<file path="config.mk">
export PLATFORM = sky130hd
export DESIGN_NAME = imem_fetch
export DESIGN_NICKNAME = d
export VERILOG_FILES = /design/src/rtl/imem_fetch_pkg.sv /design/src/rtl/fetch_skid_fifo.sv /design/src/rtl/imem_fetch.sv
export SDC_FILE = /design/constraint.sdc
export NUM_CORES = 2
export LEC_CHECK = 0
export CAP_MARGIN = 10
export CELL_PAD_IN_SITES_DETAIL_PLACEMENT = 0
export CELL_PAD_IN_SITES_GLOBAL_PLACEMENT = 1
export CORE_MARGIN = 2
export CORE_UTILIZATION = 30
export CTS_CLUSTER_DIAMETER = 100
export DETAILED_ROUTE_END_ITERATION = 16
export PLACE_DENSITY_LB_ADDON = 0.1
export SLEW_MARGIN = 20
export SYNTH_ARGS = -nofsm -noshare
export SYNTH_HDL_FRONTEND = slang
export SYNTH_SLANG_ARGS = --single-unit
</file>
<file path="constraint.sdc">
create_clock -name clk -period 4.8 [get_ports clk]
set_input_delay 0.72 -clock clk [delete_from_list [all_inputs] [get_ports clk]]
set_output_delay 0.72 -clock clk [all_outputs]
set_load 0.005 [all_outputs]
</file>
<file path="src/rtl/imem_fetch_pkg.sv">
//------------------------------------------------------------------------------
// imem_fetch_pkg : shared processor definitions (fetch defaults, opcodes)
// Revision: 1.0
//------------------------------------------------------------------------------
`default_nettype none

package imem_fetch_pkg;

  localparam int unsigned IMEM_DATA_W = 16;
  localparam int unsigned IMEM_ADDR_W = 8;
  localparam int unsigned IMEM_DEPTH  = 256;
  localparam logic [IMEM_DATA_W-1:0] IMEM_NOP_WORD = '0;

  localparam int unsigned OPCODE_W = 4;

  // Opcode lives in the top nibble of an instruction word; all-zero decodes as NOP.
  typedef enum logic [OPCODE_W-1:0] {
    OP_NOP  = 4'h0,
    OP_ADD  = 4'h1,
    OP_SUB  = 4'h2,
    OP_AND  = 4'h3,
    OP_OR   = 4'h4,
    OP_XOR  = 4'h5,
    OP_LDI  = 4'h6,
    OP_LD   = 4'h7,
    OP_ST   = 4'h8,
    OP_JMP  = 4'h9,
    OP_BEQ  = 4'hA,
    OP_BNE  = 4'hB,
    OP_CALL = 4'hC,
    OP_RET  = 4'hD,
    OP_IO   = 4'hE,
    OP_HALT = 4'hF
  } opcode_e;

  function automatic opcode_e decode_opcode(input logic [IMEM_DATA_W-1:0] word);
    return opcode_e'(word[IMEM_DATA_W-1 -: OPCODE_W]);
  endfunction

endpackage

`default_nettype wire

</file>
<file path="src/rtl/fetch_skid_fifo.sv">
//------------------------------------------------------------------------------
// fetch_skid_fifo : 2-entry response queue (head + tail) with flush
// Revision: 1.0
//------------------------------------------------------------------------------
`default_nettype none

module fetch_skid_fifo
  import imem_fetch_pkg::*;
#(
  parameter int unsigned         DATA_W   = IMEM_DATA_W,
  parameter int unsigned         ADDR_W   = IMEM_ADDR_W,
  parameter logic [DATA_W-1:0]   NOP_WORD = DATA_W'(IMEM_NOP_WORD)
) (
  input  logic              clk,
  input  logic              rst,
  input  logic              push_i,
  input  logic [DATA_W-1:0] push_data_i,
  input  logic [ADDR_W-1:0] push_addr_i,
  input  logic              pop_i,
  input  logic              flush_i,
  output logic [1:0]        count_o,
  output logic              valid_o,
  output logic [DATA_W-1:0] head_data_o,
  output logic [ADDR_W-1:0] head_addr_o
);

  logic [1:0]        count_q,     count_d;
  logic [DATA_W-1:0] head_data_q, head_data_d;
  logic [ADDR_W-1:0] head_addr_q, head_addr_d;
  logic [DATA_W-1:0] tail_data_q, tail_data_d;
  logic [ADDR_W-1:0] tail_addr_q, tail_addr_d;
  logic              do_pop;

  always_comb begin
    count_d     = count_q;
    head_data_d = head_data_q;
    head_addr_d = head_addr_q;
    tail_data_d = tail_data_q;
    tail_addr_d = tail_addr_q;
    do_pop      = pop_i && (count_q != 2'd0) && !flush_i;

    if (flush_i) begin
      // Flush wins over pop; a same-cycle push survives as the only entry.
      count_d = push_i ? 2'd1 : 2'd0;
      if (push_i) begin
        head_data_d = push_data_i;
        head_addr_d = push_addr_i;
      end
    end else begin
      unique case ({push_i, do_pop})
        2'b10: begin
          if (count_q == 2'd0) begin
            head_data_d = push_data_i;
            head_addr_d = push_addr_i;
          end else if (count_q == 2'd1) begin
            tail_data_d = push_data_i;
            tail_addr_d = push_addr_i;
          end
          if (count_q != 2'd2) begin
            count_d = count_q + 2'd1;
          end
        end
        2'b01: begin
          head_data_d = tail_data_q;
          head_addr_d = tail_addr_q;
          count_d     = count_q - 2'd1;
        end
        2'b11: begin
          if (count_q == 2'd1) begin
            head_data_d = push_data_i;
            head_addr_d = push_addr_i;
          end else begin
            head_data_d = tail_data_q;
            head_addr_d = tail_addr_q;
            tail_data_d = push_data_i;
            tail_addr_d = push_addr_i;
          end
        end
        default: begin
        end
      endcase
    end
  end

  always_ff @(posedge clk or posedge rst) begin
    if (rst) begin
      count_q     <= 2'd0;
      head_data_q <= NOP_WORD;
      head_addr_q <= '0;
      tail_data_q <= NOP_WORD;
      tail_addr_q <= '0;
    end else begin
      count_q     <= count_d;
      head_data_q <= head_data_d;
      head_addr_q <= head_addr_d;
      tail_data_q <= tail_data_d;
      tail_addr_q <= tail_addr_d;
    end
  end

  assign count_o     = count_q;
  assign valid_o     = (count_q != 2'd0);
  assign head_data_o = head_data_q;
  assign head_addr_o = head_addr_q;

endmodule

`default_nettype wire

</file>
<file path="src/rtl/imem_fetch.sv">
//------------------------------------------------------------------------------
// imem_fetch : loadable instruction memory with 1-cycle fetch and response queue
// Revision: 1.0
//------------------------------------------------------------------------------
`default_nettype none

module imem_fetch
  import imem_fetch_pkg::*;
#(
  parameter int unsigned       DATA_W   = IMEM_DATA_W,
  parameter int unsigned       ADDR_W   = IMEM_ADDR_W,
  parameter int unsigned       DEPTH    = IMEM_DEPTH,
  parameter logic [DATA_W-1:0] NOP_WORD = DATA_W'(IMEM_NOP_WORD)
) (
  input  logic              clk,
  input  logic              rst,
  input  logic              req_valid,
  input  logic [ADDR_W-1:0] req_addr,
  output logic              req_ready,
  output logic              rsp_valid,
  output logic [DATA_W-1:0] rsp_data,
  output logic [ADDR_W-1:0] rsp_addr,
  input  logic              rsp_ready,
  input  logic              flush,
  input  logic              ld_en,
  input  logic [ADDR_W-1:0] ld_addr,
  input  logic [DATA_W-1:0] ld_data
);

  localparam int unsigned       IDX_W     = (DEPTH > 1) ? $clog2(DEPTH) : 1;
  localparam logic [ADDR_W:0]   DEPTH_CMP = (ADDR_W+1)'(DEPTH);

  // Storage is deliberately outside the reset domain; it powers up as NOP.
  logic [DATA_W-1:0] mem_q [DEPTH] = '{default: NOP_WORD};

  logic              ld_hit;
  logic              req_in_range;
  logic              accept;
  logic              pop;
  logic [DATA_W-1:0] rd_word;
  logic [1:0]        count;

  assign ld_hit       = ld_en && ({1'b0, ld_addr} < DEPTH_CMP);
  assign req_in_range = ({1'b0, req_addr} < DEPTH_CMP);
  assign rd_word      = req_in_range ? mem_q[req_addr[IDX_W-1:0]] : NOP_WORD;

  // Loads and fetches never share an edge, so a fetch always sees completed writes.
  assign req_ready = !ld_en && ((count != 2'd2) || flush);
  assign accept    = req_valid && req_ready;
  assign pop       = rsp_valid && rsp_ready;

  always_ff @(posedge clk) begin
    if (ld_hit) begin
      mem_q[ld_addr[IDX_W-1:0]] <= ld_data;
    end
  end

  fetch_skid_fifo #(
    .DATA_W   (DATA_W),
    .ADDR_W   (ADDR_W),
    .NOP_WORD (NOP_WORD)
  ) u_fifo (
    .clk         (clk),
    .rst         (rst),
    .push_i      (accept),
    .push_data_i (rd_word),
    .push_addr_i (req_addr),
    .pop_i       (pop),
    .flush_i     (flush),
    .count_o     (count),
    .valid_o     (rsp_valid),
    .head_data_o (rsp_data),
    .head_addr_o (rsp_addr)
  );

endmodule

`default_nettype wire

</file>
==> metrics.md <==
| Metric | Value |
|---|---|
| Post-Synth Adder-Cell Area | `0.02356%` |
| Synth Area in Simple Gates | `about 2.2%` |
| First-pass GRT wire length | `about 730000 um` |
| Slew Limit Fails | `0` |
| Design internal power | `around 61 mW` |
| Post-Synth XOR/XNOR Area | `less than 1%` |
| Area Growth Syn to Fin | `17.87%` |
| Fmax | `approximately 280 MHz` |
| Clock tree buffer depth | `4` |
| Unique masters post-synth | `70` |
| Sw Ratio | `22.92%` |
| Setup violators final | `0` |
| Comb power frac | `6.1%` |
| Post-CTS Setup Repair Bufs | `0` |
| Starting Density | `between 30% and 40%` |
| Detail Route Antenna Nets | `0` |
| Drt via density | `between 5 and 6` |
| Number of global-route vias before repair | `82520` |
| Largest net degree at the start of global routing | `approximately 120` |
| Clk pwr share | `roughly 43%` |
| Synthesized area per cell | `21.48 um^2` |
| Post-Route WL | `540400 um` |
| Final Total Pwr | `between 70 and 80 mW` |
| Largest fanout on the critical path | `36` |
| Setup crit start kind | `input pin` |
| Std-Cell Rows | `267` |
| CTS Buf Count | `464` |
| Seq cells post-synth | `4146` |
| Fraction of layout cells with a size suffix above 1 | `29.52%` |
| P_leak | `between 50 and 60 nW` |
| VDD IR-drop max | `roughly 300 uV` |
| Slew margin rel. | `~10%` |
| CP Class | `in -> reg` |
| PortBufs | `63` |
| Via count | `between 80000 and 90000` |
| Share of the synthesized area in the top cell type | `between 70% and 80%` |
| Chip Width | `732.8 um` |
| Tot GR Track Use | `19.74%` |
| Remaining Overflow, GRT | `0` |
| CTS H-tree lvls | `5` |
| Worst skew pair latency | `1.06 ns` |
| Largest family of logic cells by synthesized area | `multiplexers` |
| Die area | `around 0.54 mm^2` |
| Drt pass-1 iters | `6` |
| CTS clock-pin slew for the worst setup and hold paths | `~0.06 ns` |
| Post-synthesis net count | `approximately 7500` |
| Die Ht | `around 730 um` |
| Count leader, synth | `edfxtp_1` |
| Most area-consuming cells after synthesis | `edfxtp_1, mux4_2, a22oi_1, mux2i_1, mux2_2` |
| P per Cell Area | `around 420 mW/mm^2` |
| Synthesized instance count | `around 7400` |
| Initial antenna violation count | `61` |
| Synth cell count leaders | `edfxtp_1, mux4_2, a22oi_1, nor2_1, nand2_1` |
| Post-Route Skew | `0.1108 ns` |
| Hold slack | `~0.087 ns` |
| Compound-Gate Fraction of Synth Area | `about 3.5%` |
| Hold Fails Final Rpt | `0` |
| Post-synthesis mux area share | `14.62%` |
| NetSw | `approximately 18 mW` |
| Final Wtd Congestion | `between 0.8 and 0.9` |
| RSZ-0062 raised after global routing | `false` |
| Routed length per instance | `approximately 35 um` |
| WP data required | `approximately 5.7 ns` |
| CORE AREA | `between 0.5 and 0.6 mm^2` |
| TritonCTS clock tree | `yes` |
| Synth Warn # | `0` |
| Detailed Place HPWL | `338000 um` |
| Max cap viols | `0` |
| # clock sinks | `just over 4000` |
| Final period utilization | `between 70% and 80%` |
| Post-route minimum period | `between 3 and 4 ns` |
| Synth area leader | `edfxtp_1` |
| DRC Markers | `0` |
| Worst hold path class | `in -> reg` |
| Post-layout net count | `approximately 8200` |
| Number of synthesized flops with an enable pin | `approximately 4000` |
| Crit end category | `flop` |
| Outcome | `completed` |
| Post-synthesis sequential area ratio | `77.97%` |
| Clock root buffer | `clkbuf_16` |
| Post-synth top flop | `edfxtp_1` |
| Final TNS setup | `0 ns` |
| Mapped Area | `between 0.15 and 0.2 mm^2` |
| Slew of the pin with the lowest slew margin | `roughly 1.3 ns` |
| Async SR Flop Fraction | `approximately 1.2%` |
| I/O pin count | `64` |
| DRT iter0 DRCs | `between 8000 and 9000` |
| Worst EP arrival | `between 4 and 5 ns` |
| Seq pwr share | `between 50 and 60%` |
cell families (layout without fill, tap and decap cells):
family,after synthesis,in the layout
mux,1218,1218
fa+ha+maj,3,3
flops,4146,4146
other cells,0,17
simple gates,812,812
buf+inv,459,1621
compound gates,779,779
xor+xnor,3,3
layer usage:
metal / track usage [%] / vias up / part of all wire (%)
li1: - / 32860 / -
met1: 28.37 / 44530 / 45
met2: 31.84 / 2321 / 47
met3: 2.772 / 577 / 5.3
met4: 4.426 / 8 / 2.4
met5: 0 / - / 0.0087
power groups by stage:
stage	Sequential, mW	Clock [mW]	Combinational (mW)
floorplan	40.9	0	2.15
global placement	41.1	0	4.96
detailed placement	41.1	0	4.97
CTS	40.4	35.4	4.98
global route	40.3	36.7	5.16
finish	40.4	34.6	4.88
final timing paths:
kind / from / endpoint / slack (ns) / depth (start not counted)
worst max-delay path: req_addr[1] / u_fifo.head_data_o[4]$_DFFE_PP0P_ / 1.21 / 12
worst min-delay path: ld_data[6] / mem_q[114][6]$_DFFE_PP_ / 0.09 / 1
worst max register to register: mem_q[150][4]$_DFFE_PP_ / u_fifo.head_data_o[4]$_DFFE_PP0P_ / 1.71 / 9
worst min register to register: u_fifo.tail_data_q[10]$_DFFE_PP0P_ / u_fifo.tail_data_q[10]$_DFFE_PP0P_ / 0.49 / 2
max in group asynchronous: rst / u_fifo.tail_data_q[0]$_DFFE_PP0P_ / 3.31 / 4
min in group asynchronous: rst / u_fifo.head_addr_o[6]$_DFFE_PP0P_ / 0.48 / 3
area by class of cell:
class	instances	area [um^2]
clock buffer	586	12230
tap	6994	8751
timing repair buffer	758	7113
clock inverter	265	2411
sequential	4146	124200
antenna	17	42.54
inverter	12	48.80
multi-input combinational	2815	32980
fill	48910	341000
through the flow:
stage	util [%]	instance area [um^2]	worst slack [ns]	instances
2_1_floorplan	-	159400	1.915	7420
3_3_place_gp	32.74	173100	0.05696	14720
3_5_place_dp	32.74	173100	0.1275	14720
4_1_cts	35.51	187800	1.238	15580
5_1_grt	35.51	187800	1.215	15580
6_report	35.52	187800	1.207	15590
worst max-delay path, cell delays in order:
cell and delay [ns]:
buf_8 0.31, buf_12 0.33, buf_12 0.28, buf_12 0.30
mux4_2 0.36, a22oi_1 0.45, nand3_1 0.24, nand2_1 0.35
o221ai_1 0.46, buf_4 0.30, nand4_1 0.10, nand2_1 0.06
layout by cell type (no fill, tap or decap), types with 9 or more instances in the layout:
master and count:
mux2i_1 195, nor4_1 13, a221oi_1 63, bufinv_16 34, o22ai_1 19, clkinvlp_4 12, edfxtp_1 4096, o21ai_0 46
clkdlybuf4s50_1 39, o221ai_1 34, nor2b_1 17, o21ai_1 13, nor2_2 136, clkinv_2 75, buf_4 601, nand3_1 123
nand4_1 25, clkinv_16 9, clkbuf_16 469, nand3_2 10, buf_8 17, mux2_2 152, o2111ai_1 14, dfrtp_1 50
a221o_1 10, a211oi_1 28, a31oi_1 33, a21oi_1 127, nand2_1 280, nor2_1 154, mux4_2 864, buf_12 94
clkbuf_1 112, a22oi_1 293, a22o_1 20, a41oi_1 9, o211ai_1 18, clkinv_1 126, diode_2 17
registers in the layout, indices dropped and copies added (netlist names):
name,cells
mem_q,4096
u_fifo.count_o,2
u_fifo.head_addr_o,8
u_fifo.head_data_o,16
u_fifo.tail_addr_q,8
u_fifo.tail_data_q,16
timing repair:
action / 4_1_cts / 5_1_grt
hold endpoints to repair: 13 / 0
resized for setup: 0 / 0
setup endpoints to repair: 0 / 0
hold buffers: 2 / 0
No activity file was read; power rests on OpenSTA's default activity.
==> variant, RTL diff (config.mk and constraints unchanged) <==
Take the reset off `head_addr_q` and `tail_addr_q` and load them in a clocked block of their own.
--- a/src/rtl/fetch_skid_fifo.sv
+++ b/src/rtl/fetch_skid_fifo.sv
@@ -88,5 +88,3 @@
       head_data_q <= NOP_WORD;
-      head_addr_q <= '0;
       tail_data_q <= NOP_WORD;
-      tail_addr_q <= '0;
     end else begin
@@ -94,6 +92,9 @@
       head_data_q <= head_data_d;
-      head_addr_q <= head_addr_d;
       tail_data_q <= tail_data_d;
-      tail_addr_q <= tail_addr_d;
     end
+  end
+
+  always_ff @(posedge clk) begin
+    head_addr_q <= head_addr_d;
+    tail_addr_q <= tail_addr_d;
   end
Function: not settled (the Yosys comparison gave no result); the edit may change what the design does.
==> variant against the unedited design <==
  * Setup slack got worse by 0.44 ns
  * Sequential cell count did not move
  * Routed wire length barely moved
  * Non-clock buffer count fell by 1
  * Total power rose by 0.28%
  * Global-route usage fell by 0.081 points
  * Final area rose by 0.18%
  * Register-to-register slack got worse by 0.49 ns
  * Area after synthesis rose by 0.29%
  * Sequential share of layout area fell by 0.079 points
  * First-iteration DRC count fell by 4.8%
  * Highest routed layer unchanged
==> variant: results (changes against the unedited design) <==
[outcome]
status = complete, no violations

[critical_path]
cp.arrival_ns = 4.97  ; +0.50 ns
critPathMaxFanout = 41  ; +14%

[routing]
first_iter_violations = 8263  ; -4.8%
dr_total_vias = 80300  ; -0.045%
routed_wl_um = 541000  ; about the same
drt_pre_antenna_iters = 5  ; -1

[hold_path]
worstHoldPathType = primary input to async pin

[cts]
cts_buffers = 463  ; -0.22%
htree_levels = 5  ; unchanged

[grt]
grt_max_degree = 116  ; -4.1%
grt_pass1_vias = 82600  ; +0.097%
grtUsageTotal_pct = 19.7  ; -0.081 points
grt_pass1_wl_um = 734000  ; about the same
antenna_found_initial = 56  ; -8.2%

[logic_synthesis]
synthesis.nets = 7521  ; +0.80%
yosys-top-cells-area = edfxtp_1, mux4_2, mux2i_1, a22oi_1, nor2_1
synth_common_cells = edfxtp_1, mux4_2, mux2i_1
ys_types = 72  ; +2.9%
synth_edf_count = 4112  ; +0.39%
synth-seq-area-share_pct = 77.8  ; -0.17 points
synth-async-reset-ratio_pct = 0.820  ; -0.39 points

[timing]
maxSlewHeadroom_pct = 14.4  ; +4.3 points
fin_worst_skew_ns = 0.0973  ; -0.0135 ns

[placed_design]
dp_slack_ns = -0.208  ; -0.336 ns
dpl-instance-area_um2 = 173000  ; +0.16%
dpl.hpwl_um = 338000  ; -0.12%
place.gp.congestion = 0.804  ; -1.4%

[power_and_ir_drop]
cellLeakagePower_nw = 59.2  ; +0.90%
p_switching_mw = 18.3  ; +0.31%
peakVddDrop_v = 0.000349  ; +18%

[finish]
drive_gt1_share_pct = 28.5  ; -1.0 points
nFillCells = 49200  ; +0.53%

## variant: layer usage
layer,routed length [um],part of all wire (%),track usage (%),up-vias
li1,-,-,-,33100
met1,238000,44,27.3,44300
met2,262000,48,32.7,2185
met3,25700,4.8,2.56,635
met4,15000,2.8,4.92,16
met5,98,0.018,0,-
## variant: layout make-up
type	instances	area (um^2)	share of cell area, %
Multi-Input combinational cell	2858	33200	17.7
Timing Repair Buffer	757	7010	3.72
Clock buffer	579	12100	6.44
Sequential cell	4146	124000	66.1
Antenna cell	15	37.5	0.0199
Tap cell	7020	8780	4.67
Inverter	17	63.8	0.0339
Clock inverter	271	2620	1.39
## variant: worst paths after layout
path / from / end / slack (ns) / depth (start not counted)
max in group asynchronous: rst / u_fifo.head_data_o[12] / 4.18 / 3
max reg2reg: mem_q[32][6] / u_fifo.head_data_o[6] / 1.22 / 9
min reg2reg: u_fifo.tail_data_q[3] / u_fifo.head_data_o[3] / 0.52 / 2
max: req_addr[0] / u_fifo.head_data_o[6] / 0.77 / 11
min: rst / u_fifo.count_o[0] / 0.12 / 3
min in group clk: ld_data[0] / mem_q[127][0] / 0.14 / 1
## variant: per-stage QoR
stage	instances	total power, mW
CTS	15600	81.0
detailed placement	14800	46.1
floorplan	7480	43.1
finish	15700	80.0
global placement	14800	46.0
global route	15600	82.5
## variant: logic make-up (layout without fill, tap and decap cells)
group	after synthesis	in the layout	synth area share (%)
multiplexers	1314	1314	14.6
buffers and inverters	476	1624	1.89
AND/OR/NAND/NOR	616	616	1.72
other	0	15	0
adder cells (fa/ha/maj)	3	3	0.0235
XOR/XNOR	3	3	0.0164
flip-flops	4146	4146	77.8
AO/OA/AOI/OAI	922	922	3.99
## variant: power groups by stage
stage / clock network, mW / registers [mW] / logic, mW
3_5_place_dp: 0 / 41.2 / 4.92
4_1_cts: 35.7 / 40.4 / 4.93
5_1_grt: 37.1 / 40.4 / 5.07
2_1_floorplan: 0 / 40.9 / 2.18
3_3_place_gp: 0 / 41.1 / 4.87
6_report: 34.8 / 40.4 / 4.80
## variant: worst max-delay path, stage by stage
cell and delay, ns:
buf_16 0.26, buf_12 0.40, mux4_2 0.55, a22oi_1 0.67, a21oi_1 0.17, buf_4 0.22
nor4_1 0.78, buf_4 0.26, a22oi_1 0.25, nand3_1 0.21, a2bb2oi_1 0.09
